## config.mk

```make
export PLATFORM = sky130hd
export DESIGN_NAME = arbiter_req_agent
export DESIGN_NICKNAME = d
export VERILOG_FILES = /design/src/rtl/arbiter_req_agent.sv
export SDC_FILE = /design/constraint.sdc
export NUM_CORES = 1
export LEC_CHECK = 0
export ABC_AREA = 1
export BUFFER_PORTS_ARGS = -buffer_cell sky130_fd_sc_hd__buf_2
export CORE_MARGIN = 1
export CORE_UTILIZATION = 50
export CTS_CLUSTER_SIZE = 24
export DETAILED_ROUTE_END_ITERATION = 6
export PLACE_DENSITY = 0.74
export SLEW_MARGIN = 10
export SYNTH_ARGS = -nofsm -noshare
export SYNTH_HDL_FRONTEND = slang
export SYNTH_SLANG_ARGS = --single-unit
```

## constraint.sdc

```tcl
create_clock -name i_clk -period 3.7 [get_ports i_clk]
set_input_delay 0.185 -clock i_clk [delete_from_list [all_inputs] [get_ports i_clk]]
set_output_delay 0.185 -clock i_clk [all_outputs]
set_load 0.01 [all_outputs]
```

## src/rtl/arbiter_req_agent.sv

```systemverilog
`default_nettype none
// ============================================================================
//  Module      : arbiter_req_agent
//  Description : Per-client request agent for a round-robin arbiter. Holds one
//                payload per client, raises requests, converts one-hot grants
//                into pushes of {payload, id} into a 2-deep FWFT output FIFO,
//                throttles the arbiter so every grant has a free slot, and
//                flags illegal grants with a sticky error bit.
//  Revision    : 1.0 - initial release
// ============================================================================
module arbiter_req_agent #(
    parameter  int CLIENTS    = 4,
    parameter  int DATA_WIDTH = 32,
    localparam int IDW        = $clog2(CLIENTS)
) (
    input  logic                          i_clk,
    input  logic                          i_rst_n,
    input  logic [CLIENTS-1:0]            i_cli_valid,
    input  logic [CLIENTS*DATA_WIDTH-1:0] i_cli_data,
    output logic [CLIENTS-1:0]            o_cli_ready,
    output logic [CLIENTS-1:0]            o_req,
    input  logic [CLIENTS-1:0]            i_gnt,
    output logic                          o_block_arb,
    output logic                          o_out_valid,
    output logic [DATA_WIDTH-1:0]         o_out_data,
    output logic [IDW-1:0]                o_out_id,
    input  logic                          i_out_ready,
    output logic                          o_err_gnt
);

    localparam logic [CLIENTS-1:0] C_ONE = {{(CLIENTS-1){1'b0}}, 1'b1};

    // Holding registers, one entry per client
    logic [CLIENTS-1:0]    r_hold_vld_q;
    logic [CLIENTS-1:0]    w_hold_vld_d;
    logic [DATA_WIDTH-1:0] r_hold_data_q [CLIENTS];

    // Output FIFO state (depth 2)
    logic [DATA_WIDTH-1:0] r_fifo_data_q [2];
    logic [IDW-1:0]        r_fifo_id_q   [2];
    logic                  r_wr_ptr_q;
    logic                  r_rd_ptr_q;
    logic [1:0]            r_count_q;
    logic [1:0]            w_count_d;
    logic                  r_err_q;

    // Grant qualification
    logic                  w_gnt_any;
    logic                  w_gnt_onehot;
    logic [CLIENTS-1:0]    w_gnt_ok;
    logic                  w_gnt_bad;
    logic [CLIENTS-1:0]    w_load;
    logic                  w_push;
    logic                  w_pop;
    logic [IDW-1:0]        w_push_id;
    logic [DATA_WIDTH-1:0] w_push_data;

    // A grant is only honoured when it is one-hot and hits a held entry;
    // anything else is reported and otherwise ignored.
    assign w_gnt_any    = |i_gnt;
    assign w_gnt_onehot = w_gnt_any && ((i_gnt & (i_gnt - C_ONE)) == '0);
    assign w_gnt_ok     = w_gnt_onehot ? (i_gnt & r_hold_vld_q) : '0;
    assign w_gnt_bad    = w_gnt_any & (~w_gnt_onehot | (|(i_gnt & ~r_hold_vld_q)));

    // A granted slot is free again this cycle, so a new offer loads without a bubble
    assign o_cli_ready  = ~r_hold_vld_q | w_gnt_ok;
    assign w_load       = i_cli_valid & o_cli_ready;
    // Mask the request of a client whose grant is in flight so it is never granted twice
    assign o_req        = r_hold_vld_q & ~i_gnt;
    assign w_hold_vld_d = (r_hold_vld_q & ~w_gnt_ok) | w_load;

    assign w_push       = |w_gnt_ok;
    assign w_pop        = o_out_valid & i_out_ready;
    assign w_count_d    = r_count_q + {1'b0, w_push} - {1'b0, w_pop};
    // Hold the arbiter whenever the FIFO will be full after this edge, so the
    // grant issued next cycle always finds room
    assign o_block_arb  = (w_count_d == 2'd2);

    assign o_out_valid  = (r_count_q != 2'd0);
    assign o_out_data   = r_fifo_data_q[r_rd_ptr_q];
    assign o_out_id     = r_fifo_id_q[r_rd_ptr_q];
    assign o_err_gnt    = r_err_q;

    // Select the payload and index of the (one-hot) granted client
    always_comb begin
        w_push_id   = '0;
        w_push_data = '0;
        for (int k = 0; k < CLIENTS; k++) begin
            if (w_gnt_ok[k]) begin
                w_push_id   = IDW'(k);
                w_push_data = r_hold_data_q[k];
            end
        end
    end

    // Control state: hold valids, FIFO pointers/count and sticky error
    always_ff @(posedge i_clk or negedge i_rst_n) begin
        if (!i_rst_n) begin
            r_hold_vld_q <= '0;
            r_wr_ptr_q   <= 1'b0;
            r_rd_ptr_q   <= 1'b0;
            r_count_q    <= 2'd0;
            r_err_q      <= 1'b0;
        end else begin
            r_hold_vld_q <= w_hold_vld_d;
            r_count_q    <= w_count_d;
            if (w_push) begin
                r_wr_ptr_q <= ~r_wr_ptr_q;
            end
            if (w_pop) begin
                r_rd_ptr_q <= ~r_rd_ptr_q;
            end
            if (w_gnt_bad) begin
                r_err_q <= 1'b1;
            end
        end
    end

    // Payload storage: qualified by the valid bits, so no reset is needed
    always_ff @(posedge i_clk) begin
        for (int k = 0; k < CLIENTS; k++) begin
            if (w_load[k]) begin
                r_hold_data_q[k] <= i_cli_data[k*DATA_WIDTH +: DATA_WIDTH];
            end
        end
        if (w_push) begin
            r_fifo_data_q[r_wr_ptr_q] <= w_push_data;
            r_fifo_id_q[r_wr_ptr_q]   <= w_push_id;
        end
    end

endmodule
`default_nettype wire

```

==> run summary <==
Post-CTS Setup Bufs: 0
Slew Limit Fails: 0
first-pass GRT wire length: 30300 um
Setup-failing EPs final: 0
vias per cell: 5.06
Syn Area/Cell: 13.7 um2
vias post-DR: 5463
Yosys top cell area share: 0.768
count of final hold-check violations: 0
total gr overflow: 0
DRT Pass-1 Iters: 5
clock share of power: 0.323
total track usage: 0.252
die width: 126 um
critical path arrival: 2.75 ns
Crit Path Category: flip-flop to output port
switching pwr: 1.52 mW
Cells after Synth: 559
Max stage delay on crit path: 0.99 ns
Crit-path slowest cell: clkinv_1
vias in the first global route: 5901
largest area contributor in the netlist: edfxtp_1
RSZ-0062 raised after global routing: false
remaining antenna violation count: 0
Synth warnings: 0
total CTS buffers: 20
DRT iter0 DRCs: 484
area of the mapped netlist: 0.00767 mm2
fmax: 0.341 GHz
area delta synth->final: 40.5%
Reg clk slew, reported paths: 0.06 ns
drt wl/cell: 18.4 um
Yosys reg bits: 205
Slew HR: 0.244
worst slew pin tran: 1.13 ns
Worst Setup End Kind: output port
CTS tree: built
Gate power share: 0.189
Worst setup SP type: flip-flop
period utilization: 0.793
# DRC: 0
initial antenna violation count: 1
worst path bufs/invs: 3
class of the worst hold path: primary input to flip-flop
synth top area cells: edfxtp_1 77%, nand2_1 13%, dfrtp_1 2.9%
Final Wtd Congestion: 0.793
static leakage: 4.33 nW
Fin Hold WS: 0.0719 ns
sequential element share of the synthesized area: 0.797
Die Ht: 126 um
root buffer cell: clkbuf_16
library cells used by synthesis: 23
most used cell along the critical path: nand2_1
outcome: complete, no violations
Switching Share: 0.266
syn nets: 699
max-cap violation count: 0
final setup TNS: 0 ns
CP required: 3.51 ns
Power Total: 5.69 mW
clk sinks: 205
Boundary Pins: 184
Starting Density: 0.520
Post-Route WL: 19900 um
input/output buffers: 183
row count: 44
post-detail-place hpwl: 10700 um
Internal: 4.17 mW
Worst Clk Skew: 0.0105 ns
Max VDD drop: 0.404 mV
Power Density: 528 mW/mm2
core area: 0.0148 mm2
deepest clock path buffer count: 3
CP max FO: 35
Tmin final: 2.93 ns
critical path's top delay family: buffers and inverters
largest net degree at the start of global routing: 36
clk_lat worst skew: 0.48 ns
Net count, final: 1023
H-tree level count: 1
Die ar.: 0.0158 mm2
part of the power in registers: 0.488
crit-path cells: buf_4 > clkinv_1 > nand2_1 > nand2_1 > buf_2
layout cells sized above 1: 0.258
[cells in the final DEF (no fill, tap or decap)]
cell	instances
buf_16	2
nor2_1	5
xor2_1	3
clkbuf_16	21
nand4_1	32
clkinvlp_4	1
inv_2	5
nand3_2	1
inv_1	14
clkinv_2	1
edfxtp_1	196
a21o_1	1
xnor2_1	1
or2_2	1
nand3_1	1
clkbuf_1	6
nand4_2	4
nand2_1	256
buf_4	1
ha_1	1
diode_2	1
clkinv_1	6
dlygate4sd3_1	133
buf_12	2
a21oi_2	1
a21oi_4	4
nor2_4	4
buf_2	183
dfrtp_1	9
[worst paths after layout]
path / from / cells after the start / slack, ns / to
worst min-delay path: i_out_ready / 3 / 0.07 / r_rd_ptr_q
min in group asynchronous: i_rst_n / 2 / 0.08 / r_hold_vld_q[0]
worst max register to register: r_rd_ptr_q / 3 / 1.42 / r_rd_ptr_q
max in group asynchronous: i_rst_n / 2 / 3.43 / r_count_q[0]
worst min register to register: o_err_gnt / 1 / 0.46 / o_err_gnt
worst max-delay path: r_rd_ptr_q / 5 / 0.77 / o_out_data[8]
[layer usage]
metal  vias up  GRT usage  routed length, um
met5         -          0                  0
met4         0     0.0900                491
met3        37     0.0493               1360
met2       259      0.463              10500
met1      2577      0.296               7570
li1       2590          -                  -
[power by group through the flow]
| stage | Combinational [mW] | Clock [mW] | Sequential, mW |
|---|---|---|---|
| 3_3_place_gp | 0.936 | 0 | 2.82 |
| 5_1_grt | 1.17 | 1.96 | 2.79 |
| 3_5_place_dp | 0.952 | 0 | 2.82 |
| 6_report | 1.08 | 1.84 | 2.78 |
| 4_1_cts | 1.06 | 1.84 | 2.78 |
| 2_1_floorplan | 0.521 | 0 | 2.81 |
[sequential cells by signal, summed over array words and instances, names as in the netlist]
| register | cells |
|---|---|
| r_hold_data_q | 128 |
| r_wr_ptr_q | 1 |
| r_fifo_data_q | 64 |
| o_err_gnt | 1 |
| r_hold_vld_q | 4 |
| r_fifo_id_q | 4 |
| r_rd_ptr_q | 1 |
| r_count_q | 2 |
[cell type report]
class | instances | area, um2
fill | 928 | 3980
multi-input combinational | 315 | 1430
antenna | 1 | 2.50
tap | 184 | 230
clock inverter | 7 | 31.3
inverter | 20 | 75.1
timing repair buffer | 321 | 2350
clock buffer | 27 | 548
sequential | 205 | 6110
[Yosys cell counts (all sizes together)]
cell type	number
nand3	2
inv	19
or2	1
nor2	9
edfxtp	196
xor2	3
nand2	256
a21o	1
clkbuf	6
buf	13
clkinv	1
a21oi	5
xnor2	1
ha	1
dfrtp	9
nand4	36
[stage by stage]
step                utilization  setup slack [ns]  instance area [um2]  std cells
finish                    0.730             0.767                10800       1080
floorplan                     -              1.03                 7670        559
global placement          0.594              1.32                 8760        908
CTS                       0.724             0.712                10700       1075
global route              0.730             0.577                10800       1080
detailed placement        0.594              1.25                 8760        908
[repair_timing]
action | in CTS | in global routing
gates resized for setup | 0 | 0
endpoints found under the hold margin | 141 | 0
hold buffers | 133 | 0
[logic make-up after synthesis]
kind of cell,after synthesis,synth area share
adders and majority gates,1,0.00163
buffers and inverters,39,0.0250
DFF,205,0.797
AOI/OAI and AO/OA,6,0.00473
xor gates and xnor gates,4,0.00457
and+or+nand+nor,304,0.167
[worst reg2reg max path, cell delays in order (launching register included)]
cell and delay, ns:
dfrtp_1 0.33, buf_4 0.35, clkinv_1 1.00, xor2_1 0.45
Power figures use the tool's default switching activity.
